<file path="config.mk">
export PLATFORM = sky130hd
export DESIGN_NAME = lcd_rom_streamer
export DESIGN_NICKNAME = d
export VERILOG_FILES = /design/src/rtl/lcd_rom_streamer_pkg.sv /design/src/rtl/lcd_rom_streamer_pix_fifo2.sv /design/src/rtl/lcd_rom_streamer.sv
export SDC_FILE = /design/constraint.sdc
export NUM_CORES = 1
export LEC_CHECK = 0
export ABC_AREA = 1
export ABC_CLOCK_PERIOD_IN_PS = 5700
export CAP_MARGIN = 40
export CORE_ASPECT_RATIO = 1.4
export CORE_MARGIN = 3
export CORE_UTILIZATION = 57
export DETAILED_ROUTE_END_ITERATION = 7
export PLACE_DENSITY = 0.83
export SLEW_MARGIN = 15
export SYNTH_ARGS = -nofsm -noshare
export SYNTH_HDL_FRONTEND = slang
export SYNTH_HIERARCHICAL = 1
export SYNTH_SLANG_ARGS = --single-unit
</file>
<file path="constraint.sdc">
create_clock -name clk -period 5.7 [get_ports clk]
set_clock_uncertainty 0.05 [all_clocks]
set_input_delay 1.14 -clock clk [delete_from_list [all_inputs] [get_ports clk]]
set_output_delay 1.14 -clock clk [all_outputs]
set_load 0.005 [all_outputs]
</file>
<file path="src/rtl/lcd_rom_streamer_pkg.sv">
// Shared encodings for the LCD ROM streamer: FSM states, FIFO depth, pixel tag bit positions.
package lcd_rom_streamer_pkg;

  typedef enum logic [1:0] {
    ST_IDLE  = 2'd0,
    ST_RUN   = 2'd1,
    ST_DRAIN = 2'd2
  } state_t;

  localparam int FIFO_DEPTH   = 2;
  localparam int TAG_EOL_BIT  = 0;
  localparam int TAG_LAST_BIT = 1;
  localparam int TAG_BITS     = 2;

endpackage

</file>
<file path="src/rtl/lcd_rom_streamer_pix_fifo2.sv">
// Two-entry synchronous pixel FIFO; head visible combinationally, push and pop in the same cycle
// leave the count unchanged, flush empties it in one cycle.
module lcd_pix_fifo2
  import lcd_rom_streamer_pkg::*;
#(
  parameter int W = 18
) (
  input  logic         clk,
  input  logic         rst_n,
  input  logic         flush_i,
  input  logic         push_i,
  input  logic [W-1:0] push_dat_i,
  input  logic         pop_i,
  output logic [W-1:0] head_dat_o,
  output logic [1:0]   count_o
);

  logic [W-1:0] r_mem [FIFO_DEPTH];
  logic         r_rd_ptr;
  logic         r_wr_ptr;
  logic [1:0]   r_count;

  always_ff @(posedge clk) begin
    if (!rst_n) begin
      for (int i = 0; i < FIFO_DEPTH; i++) r_mem[i] <= '0;
      r_rd_ptr <= 1'b0;
      r_wr_ptr <= 1'b0;
      r_count  <= 2'd0;
    end else if (flush_i) begin
      r_rd_ptr <= 1'b0;
      r_wr_ptr <= 1'b0;
      r_count  <= 2'd0;
    end else begin
      if (push_i) begin
        r_mem[r_wr_ptr] <= push_dat_i;
        r_wr_ptr        <= ~r_wr_ptr;
      end
      if (pop_i) r_rd_ptr <= ~r_rd_ptr;
      if (push_i && !pop_i)      r_count <= r_count + 2'd1;
      else if (!push_i && pop_i) r_count <= r_count - 2'd1;
    end
  end

  assign head_dat_o = r_mem[r_rd_ptr];
  assign count_o    = r_count;

endmodule

</file>
<file path="src/rtl/lcd_rom_streamer.sv">
// Walks a pixel window through a 1-cycle-latency ROM into a valid/ready stream; first pixel 2 cycles
// after the state enters RUN, then 1/cycle; stalls on !pix_ready_i by holding reads once 2 are in flight.
module lcd_rom_streamer
  import lcd_rom_streamer_pkg::*;
#(
  parameter int ADDR_WIDTH = 17,
  parameter int DATA_WIDTH = 16,
  parameter int DIM_WIDTH  = 9
) (
  input  logic                  clk,
  input  logic                  rst_n,
  input  logic                  start_i,
  input  logic                  abort_i,
  input  logic [ADDR_WIDTH-1:0] base_addr_i,
  input  logic [DIM_WIDTH-1:0]  width_i,
  input  logic [DIM_WIDTH-1:0]  height_i,
  input  logic [ADDR_WIDTH-1:0] stride_i,
  output logic [ADDR_WIDTH-1:0] rom_addr_o,
  input  logic [DATA_WIDTH-1:0] rom_data_i,
  output logic                  pix_valid_o,
  input  logic                  pix_ready_i,
  output logic [DATA_WIDTH-1:0] pix_data_o,
  output logic                  pix_eol_o,
  output logic                  pix_last_o,
  output logic                  busy_o,
  output logic                  done_o
);

  localparam logic [DIM_WIDTH-1:0]  DIM_ONE  = 1;
  localparam logic [ADDR_WIDTH-1:0] ADDR_ONE = 1;
  localparam int                    ENTRY_W  = DATA_WIDTH + TAG_BITS;

  state_t                r_state, w_state_nxt;
  logic [ADDR_WIDTH-1:0] r_addr, r_line_base, r_stride;
  logic [DIM_WIDTH-1:0]  r_col, r_row, r_width, r_height;
  logic                  r_rd_pending, r_pend_eol, r_pend_last, r_done;

  logic [1:0]            w_count;
  logic [ENTRY_W-1:0]    w_head, w_push_dat;
  logic [2:0]            w_occ;
  logic                  w_valid, w_pop, w_start, w_zero_win;
  logic                  w_col_end, w_row_end, w_issue, w_issue_last;
  logic                  w_last_pop, w_done_nxt;

  assign w_valid      = (w_count != 2'd0);
  assign w_pop        = w_valid & pix_ready_i;
  assign w_start      = (r_state == ST_IDLE) & start_i & ~abort_i;
  assign w_zero_win   = (r_width == '0) | (r_height == '0);
  assign w_col_end    = (r_col == r_width - DIM_ONE);
  assign w_row_end    = (r_row == r_height - DIM_ONE);
  // Reads in flight, counting the read whose data lands next cycle, minus this cycle's pop.
  assign w_occ        = {1'b0, w_count} + {2'b00, r_rd_pending} - {2'b00, w_pop};
  assign w_issue      = (r_state == ST_RUN) & ~w_zero_win & ~abort_i & (w_occ < 3'd2);
  assign w_issue_last = w_issue & w_col_end & w_row_end;
  assign w_last_pop   = w_pop & w_head[TAG_LAST_BIT];

  always_ff @(posedge clk) begin
    if (!rst_n) r_state <= ST_IDLE;
    else        r_state <= w_state_nxt;
  end

  always_comb begin
    w_state_nxt = r_state;
    w_done_nxt  = 1'b0;
    case (r_state)
      ST_IDLE: if (start_i) w_state_nxt = ST_RUN;
      ST_RUN: begin
        if (w_zero_win) begin
          w_state_nxt = ST_IDLE;
          w_done_nxt  = 1'b1;
        end else if (w_issue_last) begin
          w_state_nxt = ST_DRAIN;
        end
      end
      ST_DRAIN: begin
        if (w_last_pop) begin
          w_state_nxt = ST_IDLE;
          w_done_nxt  = 1'b1;
        end
      end
      default: w_state_nxt = ST_IDLE;
    endcase
    if (abort_i) begin
      w_state_nxt = ST_IDLE;
      w_done_nxt  = 1'b0;
    end
  end

  always_ff @(posedge clk) begin
    if (!rst_n) begin
      r_addr       <= '0;
      r_line_base  <= '0;
      r_stride     <= '0;
      r_col        <= '0;
      r_row        <= '0;
      r_width      <= '0;
      r_height     <= '0;
      r_rd_pending <= 1'b0;
      r_pend_eol   <= 1'b0;
      r_pend_last  <= 1'b0;
      r_done       <= 1'b0;
    end else begin
      r_done       <= w_done_nxt;
      r_rd_pending <= w_issue;
      if (w_start) begin
        r_width     <= width_i;
        r_height    <= height_i;
        r_stride    <= stride_i;
        r_line_base <= base_addr_i;
        r_addr      <= base_addr_i;
        r_col       <= '0;
        r_row       <= '0;
      end else if (w_issue) begin
        r_pend_eol  <= w_col_end;
        r_pend_last <= w_col_end & w_row_end;
        if (w_col_end) begin
          r_col       <= '0;
          r_row       <= r_row + DIM_ONE;
          r_line_base <= r_line_base + r_stride;
          r_addr      <= r_line_base + r_stride;
        end else begin
          r_col  <= r_col + DIM_ONE;
          r_addr <= r_addr + ADDR_ONE;
        end
      end
    end
  end

  assign w_push_dat = {rom_data_i, r_pend_last, r_pend_eol};

  lcd_pix_fifo2 #(.W(ENTRY_W)) u_fifo (
    .clk       (clk),
    .rst_n     (rst_n),
    .flush_i   (abort_i),
    .push_i    (r_rd_pending),
    .push_dat_i(w_push_dat),
    .pop_i     (w_pop),
    .head_dat_o(w_head),
    .count_o   (w_count)
  );

  assign rom_addr_o  = r_addr;
  assign pix_valid_o = w_valid;
  assign pix_data_o  = w_valid ? w_head[ENTRY_W-1:TAG_BITS] : '0;
  assign pix_eol_o   = w_valid & w_head[TAG_EOL_BIT];
  assign pix_last_o  = w_valid & w_head[TAG_LAST_BIT];
  assign busy_o      = (r_state != ST_IDLE);
  assign done_o      = r_done;

endmodule

</file>
Word level (Yosys, flattened, before mapping)
Memories as Yosys holds them, arrays and structs flattened. A register that Yosys moved wholly into a read port is not among the register bits.
Cells that the tools add are included.
{ "word_totals": {"ff_bits": 97, "ramBits": 36, "inputBits": 73, "elab_cells": 100, "mem_count": 1} }
{ "memory_table": {"columns": ["memory", "depth", "word_bits", "rd", "rd_ports_with_merged_regs", "write_ports", "line_no", "text"], "rows": [
  ["u_fifo.r_mem", 2, 18, 1, 1, 2, "lcd_rom_streamer_pix_fifo2.sv:18", "logic [W-1:0] r_mem [FIFO_DEPTH];"]
]} }
{ "op_classes": {"addsub": 10, "magnitude_cmp": 1, "eq_ne": 7, "mux": 28, "bitwise_logic": 19, "n_reduce_logical": 19} }
{ "ops": {"columns": ["op", "count"], "rows": [
  ["$mux W17", 6],
  ["$add A9 B1 Y9 const B", 2],
  ["$eq A9 B9 Y1", 2],
  ["$logic_not A9 Y1", 2],
  ["$mux W18", 1],
  ["$reduce_or A18 Y1", 1],
  ["$sub A9 B1 Y9 const B", 2],
  ["$add A17 B1 Y17 const B", 1],
  ["$add A17 B17 Y17", 1],
  ["$mux W16", 1],
  ["$and A1 B1 Y1", 12],
  ["$mux W2", 6],
  ["$mux W1", 11],
  ["$reduce_bool A2 Y1", 5],
  ["$mux W9", 1],
  ["$not A1 Y1", 6],
  ["$pmux W2 S3", 1],
  ["$reduce_and A2 Y1", 3],
  ["$ne A2 B2 Y1 const B", 2],
  ["$reduce_or A2 Y1", 2],
  ["$add A2 B1 Y3", 1],
  ["$lt A3 B2 Y1 const B", 1],
  ["$ne A3 B3 Y1 const B", 1],
  ["$reduce_and A3 Y1", 1],
  ["other kinds (10)", 12]
]} }

Longest topological paths before layout
Gate-level depths: netlist of run 1.
{ "logic_depth": {"ltp_word": 11, "ltp_mapped": 18} }

By module
The synthesis of run 1 kept the hierarchy.
{ "modules_own_cells": {"columns": ["mod", "n_inst", "cells_each", "area_each_um2"], "rows": [
  ["lcd_rom_streamer", 1, 955, 6192.2],
  ["lcd_pix_fifo2", 1, 147, 1805.5]
]} }

Least setup slack after synthesis of run 1
No wires, ideal clock.
{ "synth_timing": {"path_type": "input-to-reg", "start": "input pix_ready_i", "end": "register r_line_base[9]", "setup_ns": 0.121, "arrival_ns": 3.219, "slack_ns": 2.311, "cell_stages": 14, "path_buffers": 2, "cell_sequence": "inv_1 -> nor2_1 -> ha_1 -> inv_1 -> nand2_1 -> fa_1 -> o21a_1 -> nand3b_1 -> nor2_4 -> nand3_2 -> buf_6 -> buf_4 -> a21oi_1 -> nor2_1"} }
{ "synth_between": {"elab_chain_cells": 6} }
{ "synth_rtl": {"columns": ["element", "line_no", "text"], "rows": [
  ["start, declared", "lcd_rom_streamer.sv:21", "input logic pix_ready_i,"],
  ["$and A1 B1 Y1", "lcd_rom_streamer.sv:46", "assign w_pop = w_valid & pix_ready_i;"],
  ["named net w_pop", "lcd_rom_streamer.sv:41", "logic w_valid, w_pop, w_start, w_zero_win;"],
  ["$sub A3 B1 Y3", "lcd_rom_streamer.sv:52", "assign w_occ = {1'b0, w_count} + {2'b00, r_rd_pending} - {2'b00, w_pop};"],
  ["$lt A3 B2 Y1", "lcd_rom_streamer.sv:53", "assign w_issue = (r_state == ST_RUN) & ~w_zero_win & ~abort_i & (w_occ < 3'd2);"],
  ["$and A1 B1 Y1", "lcd_rom_streamer.sv:53", null],
  ["$reduce_bool A2 Y1 (no source line)", null, null],
  ["$reduce_and A2 Y1 (no source line)", null, null],
  ["end signal, assigned", "lcd_rom_streamer.sv:109", "r_line_base <= base_addr_i;"],
  ["end signal, assigned", "lcd_rom_streamer.sv:119", "r_line_base <= r_line_base + r_stride;"],
  ["end, declared", "lcd_rom_streamer.sv:34", "logic [ADDR_WIDTH-1:0] r_addr, r_line_base, r_stride;"]
]} }
The timed path passes the listed nets, and every way through them passes these cells.
A chain may end at the register's enable or synchronous reset.

Worst setup path in the final report of run 1
{ "layout_timing": {"start": "input pix_ready_i", "end": "register r_addr[4] (netlist: rom_addr_o[4])"} }
{ "layout_between": {"elab_chain_cells": 5} }
{ "layout_rtl": {"columns": ["element", "line_no", "text"], "rows": [
  ["$and A1 B1 Y1", "lcd_rom_streamer.sv:46", null],
  ["named net w_pop", "lcd_rom_streamer.sv:41", null],
  ["$sub A3 B1 Y3", "lcd_rom_streamer.sv:52", null],
  ["$lt A3 B2 Y1", "lcd_rom_streamer.sv:53", null],
  ["$and A1 B1 Y1", "lcd_rom_streamer.sv:53", null],
  ["$reduce_bool A2 Y1 (no source line)", null, null],
  ["end signal, assigned", "lcd_rom_streamer.sv:110", "r_addr <= base_addr_i;"],
  ["end signal, assigned", "lcd_rom_streamer.sv:120", "r_addr <= r_line_base + r_stride;"],
  ["end signal, assigned", "lcd_rom_streamer.sv:123", "r_addr <= r_addr + ADDR_ONE;"],
  ["end, declared", "lcd_rom_streamer.sv:34", null]
]} }
The timed path passes the listed nets, and every way through them passes these cells.

==> results of run 1 <==
-- state kept, by name, summed over array words and instances, names as in the netlist, named ones only --
register,flops
u_fifo/r_rd_ptr,1
r_pend_eol,1
done_o,1
r_state,2
u_fifo/r_mem,36
r_stride,17
rom_addr_o,17
r_width,9
r_pend_last,1
r_height,9
u_fifo/count_o,2
r_row,9
r_line_base,17
u_fifo/r_wr_ptr,1
r_rd_pending,1
r_col,9
-- synth_stat cells, drive strengths merged (3+ instances only) --
master,count
xnor2,13
a31oi,4
nand3b,6
edfxtp,36
o31ai,3
mux2,18
ha,27
nor2,164
a21oi,77
clkbuf,23
nand3,87
dfxtp,98
nand4,15
a21o,4
xor2,27
o21bai,3
nor3,24
buf,21
nand2,197
inv,135
nor3b,4
o21ai,96
o211ai,9
-- metal layers --
layer	global-route usage, %	vias to the layer above
met5	0	-
met4	12.2	0
met3	5.35	63
met2	50.2	295
met1	31.1	3577
li1	-	3802
-- worst register-to-register path, cell delays in order, from the launching register on --
cell and delay, ps:
dfxtp_1 420, nor2_1 100, nor2_1 210, ha_1 280
inv_1 50, nand2_1 50, fa_1 500, o21a_1 130
nand3b_1 110, nor2_4 270, inv_2 140, nand2_1 530
inv_2 220, a21oi_1 190, a21oi_1 90
-- final cells by class --
type,instances,area share [%]
timing repair buffer,117,11.8
sequential,134,31.2
tap,182,2.33
inverter,136,5.23
clock buffer,21,4.51
multi-input combinational,788,43.4
clock inverter,11,1.60
-- power groups by stage --
stage	sequential [uW]	combinational, uW	clock [uW]
detailed placement	1100	461	0
finish	1080	470	1130
global route	1090	525	1180
CTS	1080	467	1130
floorplan	1080	304	0
global placement	1100	451	0
-- layout by cell type (no fill, tap or decap), types with 4 or more instances in the layout --
master and n:
a21o_1 4, clkdlybuf4s50_1 109, dfxtp_1 98, clkbuf_16 17
a31oi_1 4, nand4_1 15, a21oi_1 77, inv_2 10
nand2_1 195, xor2_1 27, nand3_2 4, xnor2_1 13
nor2_4 4, ha_1 27, mux2_2 18, edfxtp_1 36
clkinv_1 5, clkbuf_1 4, nor2_2 13, nor3_1 22
nand3_1 82, nor2_1 147, inv_1 125, buf_4 7
o211ai_1 9, bufinv_16 4, nor3b_1 4, nand3b_1 6
o21ai_0 95
-- cell families after synthesis --
logic type | Yosys count | synth area share [%]
AOI/OAI and AO/OA | 200 | 13.6
and+or+nand+nor | 501 | 27.6
muxes | 18 | 2.53
adders and majority gates | 29 | 4.72
DFF | 134 | 38.0
xor gates and xnor gates | 40 | 4.38
buffers and inverters | 180 | 9.10
-- worst max path at each step --
stage                          end  slack, ps         from
floorplan           r_line_base[9]       2310  pix_ready_i
global placement     rom_addr_o[5]       1240  pix_ready_i
detailed placement   rom_addr_o[5]       1160  pix_ready_i
CTS                  rom_addr_o[4]       1520  pix_ready_i
global route         rom_addr_o[6]       1280  pix_ready_i
finish               rom_addr_o[4]       1470  pix_ready_i
-- metrics by stage --
step                      instances  total power, uW  setup WS [ps]  cell area [um^2]
final                          1389             2680           1470              9760
after CTS                      1389             2680           1520              9760
after floorplan                1102             1390           2310              8000
after global routing           1389             2790           1280              9760
after global placement         1357             1550           1240              9160
after detailed placement       1357             1560           1160              9160
==> reports/metrics.yaml, run 1 <==
status:
  outcome: "complete, no violations"
cells_and_area:
  syn2layout_area_growth_pct: 22.0
  final_layout_size_suffix_gt1_share_pct: 7.46
  fin_util_pct: 71.9
  multi_input_comb_area_um2: 4230
  num_antenna_cells: 0
  nets: 1296
  n_fill_cell: 1093
  seqCellArea_um2: 3040
setup_path:
  cpMaxStageDelayCell: "nand2_1"
  cp_top_family: "simple AND/OR/NAND/NOR gates"
  cp.depth: 15
  critPathMaxFanout: 22
  criticalPathCategory: "primary input to flop"
  arrival_ps: 4480
  r2r_start: "u_fifo/count_o[1]"
  rrSetupSlack_ps: 2240
  cp-end-kind: "flop"
  rr_worst_depth: 14
  crit_path_start_kind: "primary input"
  path_buf_inv: 5
  timing.rr.end: "rom_addr_o[4]"
  crit_chain: "clkdlybuf4s50_1 > inv_1 > nor2_1 > ha_1 > inv_1 > nand2_1 > fa_1 > o21a_1 > nand3b_1 > nor2_4 > inv_2 > nand2_1 > inv_2 > a21oi_1 > a21oi_1"
  cpPeakStageDelay_ps: 520
  cp.required_ps: 5950
grt:
  grt_pass1_wl_um: 34800
  grt_pass1_vias: 7461
  grt_start_max_net_pins: 64
  grt-ovfl-total: 0
  antenna_found_initial: 0
  grtUsageTotal_pct: 27.7
clocking:
  numCtsBuffers: 17
  post_cts_buffers: 0
  clk-insertion-delay-late_ps: 420
  cts.sinks: 134
  cts.clk_slew.worst_paths_ps: 50
  htree_levels: 4
  cts_resized: 0
  cts_tree: "done"
  root_buffer: "clkbuf_16"
  cts_buffer_depth: 2
  cts_hold_buf: 0
synth:
  ys_top_cells_by_area: "dfxtp_1, edfxtp_1, nand2_1"
  synth_top_cell_area_share_pct: 24.5
  async_flop_share_pct: 0
  synth_edf_count: 36
  synth_cells: 1102
  synth.largest_area_cell: "dfxtp_1"
  ys_warn_count: 6
  synth_nets: 1204
  ys_seq_area_share_pct: 38.0
  synth-seq-cells: 134
  ys_types: 46
  syn_area_um2: 8000
  synth_ff_type: "dfxtp_1"
  syn_area_per_cell_um2: 7.26
sta:
  max_freq_ghz: 0.236
  maxSlewHeadroom_pct: 43.7
  tightestPinTransition_ps: 843
  holdWs_ps: 458
  finalCritPeriodShare_pct: 74.3
  rsz0062_at_grt: "false"
  min_period_ps: 4230
  finalSetupTns_ps: 0
  setup_violations: 0
  drv_slew: 0
  hold_violations: 0
placement:
  place_hpwl_um: 15000
  port_buffers: 110
  place.gp.congestion: 0.936
worst_hold_path:
  min_to: "r_line_base[14]"
  worstHoldStart: "r_line_base[14]"
  min_path_type: "flop to flop"
  hold_path_depth: 2
run:
  cap_violations: 0
routing:
  wl_met3_um: 1270
  wl_per_cell_um: 15.3
  topRoutingLayerUsed: "met4"
  drcViolationCount: 0
  drt-met1-wl_um: 7930
  wl_met2_um: 11300
  drt_first_pass_iters: 5
  wl_um: 21200
  drtIter0Drc: 476
  ant_nets: 0
  via_count: 7737
  via_per_inst: 5.57
floorplan:
  start_util_pct: 58.9
  die-area_um2: 15500
  core_um2: 13600
  die_y_um: 146
  rows: 50
  die_w_um: 106
  ios: 111
pwr:
  p_leak_uw: 0.00412
  comb_power_share_pct: 17.5
  p_int_uw: 1960
  clock_power_share_pct: 42.1
  power_switching_share_pct: 27.1
  p_per_area_nw_per_um2: 275
  seq_power_share_pct: 40.4
  switchingPower_uw: 725
  ir_drop_uv: 175
No activity file was read; power rests on OpenSTA's default activity.
==> inputs of run 2 (changes only) <==
ABC_CLOCK_PERIOD_IN_PS = 3500   (was 5700)
CORE_UTILIZATION = 50   (was 57)
PLACE_DENSITY = 0.77   (was 0.83)
clock period = 3.5 ns   (was 5.7 ns; I/O delays follow)
==> run 2 against run 1 <==
Via count fell by 1.7%. Total power up 60%. Non-clock buffer count grew 15. Routed wire length decreased by 1.7%. Sequential cell count unchanged. Worst hold slack worse by 7.7 ps. Global-route usage shrank 4.0 points. Worst setup slack got worse by 1000 ps. First-iteration DRC count decreased by 6.1%. Clock power grew 56%. Critical path depth up 1. Register-to-register slack lost 1500 ps. Highest routed layer unchanged.
==> reports/metrics.yaml, run 2 (synthesis results as in run 1) <==
clocking:
  root_buffer: "clkbuf_16"
  cts.sinks: 134
  cts_hold_buf: 0
  htree_levels: 4
  post_cts_buffers: 0
  numCtsBuffers: 17
  cts_buffer_depth: 2
  cts_resized: 0
  cts.clk_slew.worst_paths_ps: 60
  cts_tree: "done"
  clk-insertion-delay-late_ps: 420
floorplan:
  die-area_um2: 17600
  start_util_pct: 51.2
  rows: 54
  die_w_um: 113
  core_um2: 15600
  die_y_um: 156
  ios: 111
sta:
  finalSetupTns_ps: 0
  rsz0062_at_grt: "false"
  max_freq_ghz: 0.325
  drv_slew: 0
  min_period_ps: 3080
  tightestPinTransition_ps: 499
  finalCritPeriodShare_pct: 88.0
  setup_violations: 0
  maxSlewHeadroom_pct: 66.5
  hold_violations: 0
pwr:
  p_leak_uw: 0.00418
  seq_power_share_pct: 41.0
  p_per_area_nw_per_um2: 434
  power_switching_share_pct: 28.7
  comb_power_share_pct: 18.0
  switchingPower_uw: 1230
  ir_drop_uv: 399
  p_int_uw: 3060
  clock_power_share_pct: 41.0
setup_path:
  critPathLaunch: "pix_ready_i"
  timing.rr.end: "r_line_base[0]"
  arrival_ps: 3340
  crit_path_start_kind: "primary input"
  cp-end-kind: "flop"
  cp.required_ps: 3760
  criticalPathCategory: "primary input to flop"
  cp_common_cell: "nor2_1"
  crit_end: "r_line_base[0]"
  rr_worst_depth: 15
  crit_chain: "clkdlybuf4s50_1 > inv_1 > nor2_1 > ha_1 > inv_1 > nand2_1 > fa_1 > o21a_1 > nand3b_1 > nor2_4 > nand3_2 > buf_4 > nor2_1 > nor2_1 > a21oi_1 > nor2_1"
  critPathMaxFanout: 11
  rrSetupSlack_ps: 710
  cpMaxStageDelayCell: "fa_1"
  cpPeakStageDelay_ps: 490
  r2r_start: "u_fifo/count_o[1]"
cells_and_area:
  syn2layout_area_growth_pct: 23.7
  regMostFlops: "u_fifo/r_mem"
  layout_common_cells: "nand2_1, nor2_1, inv_1"
  n_fill_cell: 1390
  nets: 1311
  num_antenna_cells: 0
  largest_reg_flops: 36
  final_common_cell: "nand2_1"
  fin_util_pct: 63.4
  final_layout_size_suffix_gt1_share_pct: 9.17
grt:
  grt_pass1_wl_um: 33400
  grt_start_max_net_pins: 50
  grt_pass1_vias: 7199
  antenna_found_initial: 0
  grtUsageTotal_pct: 23.7
  grt-ovfl-total: 0
routing:
  ant_nets: 0
  drt_first_pass_iters: 7
  wl_per_cell_um: 14.7
  via_per_inst: 5.36
  wl_um: 20900
  via_count: 7607
  drcViolationCount: 0
  drtIter0Drc: 447
run:
  cap_violations: 0
worst_hold_path:
  min_path_type: "flop to flop"
status:
  outcome: "complete, no violations"
placement:
  place.gp.congestion: 0.920
  place_hpwl_um: 15400
  port_buffers: 110
run 2: changes by cell type in the layout (fill, tap and decap cells not counted), sizes merged:
cell	delta
clkinv	-2
clkbuf	-4
buf	+15
bufinv	-2
inv	+4
clkinvlp	+4
run 2: how the worst min path moves through the flow:
stage / end / from / slack, ps / cells after the start
2_1_floorplan: r_width[1] / r_width[1] / 410 / 2
6_report: r_line_base[2] / r_line_base[2] / 450 / 2
5_1_grt: r_width[1] / r_width[1] / 470 / 2
3_5_place_dp: r_line_base[2] / r_line_base[2] / 440 / 2
3_3_place_gp: r_height[8] / r_height[8] / 440 / 2
4_1_cts: r_line_base[2] / r_line_base[2] / 450 / 2
run 2: final cells by class:
| type | instances | area [um^2] | area share [%] |
|---|---|---|---|
| Multi-Input combinational cell | 788 | 4230 | 42.8 |
| Sequential cell | 134 | 3040 | 30.7 |
| Timing Repair Buffer | 132 | 1290 | 13.0 |
| Inverter | 136 | 510 | 5.16 |
| Clock buffer | 17 | 425 | 4.30 |
| Tap cell | 196 | 245 | 2.48 |
| Clock inverter | 15 | 154 | 1.56 |
run 2: power by group through the flow:
| stage | sequential, uW | clock, uW | combinational (uW) |
|---|---|---|---|
| 2_1_floorplan | 1760 | 0 | 495 |
| 4_1_cts | 1760 | 1780 | 775 |
| 3_3_place_gp | 1790 | 0 | 754 |
| 5_1_grt | 1770 | 1840 | 865 |
| 6_report | 1760 | 1760 | 774 |
| 3_5_place_dp | 1790 | 0 | 766 |
run 2: stage by stage:
| stage | hold WS (ps) | area [um^2] | std cells | worst slack (ps) | total power, uW |
|---|---|---|---|---|---|
| final | 450 | 9900 | 1418 | 420 | 4290 |
| after global routing | 467 | 9900 | 1418 | 165 | 4470 |
| after CTS | 453 | 9900 | 1418 | 425 | 4310 |
| after detailed placement | 445 | 9320 | 1386 | 15.1 | 2560 |
| after global placement | 439 | 9320 | 1386 | 56.1 | 2540 |
| after floorplan | 409 | 8000 | 1102 | 283 | 2260 |
run 2: critical path, delay by kind of cell:
| kind | cells | cell delay, ps |
|---|---|---|
| compound gates | 2 | 240 |
| fa+ha+maj | 2 | 740 |
| buf+inv | 4 | 800 |
| simple gates | 8 | 870 |
run 2: per-layer routing:
metal	wire [um]	vias up	track usage [%]	share of wire [%]
li1	-	3842	-	-
met1	8030	3501	25.5	38
met2	11100	205	44.3	53
met3	890	59	4.15	4.3
met4	823	0	11.5	3.9
met5	0	-	0	0
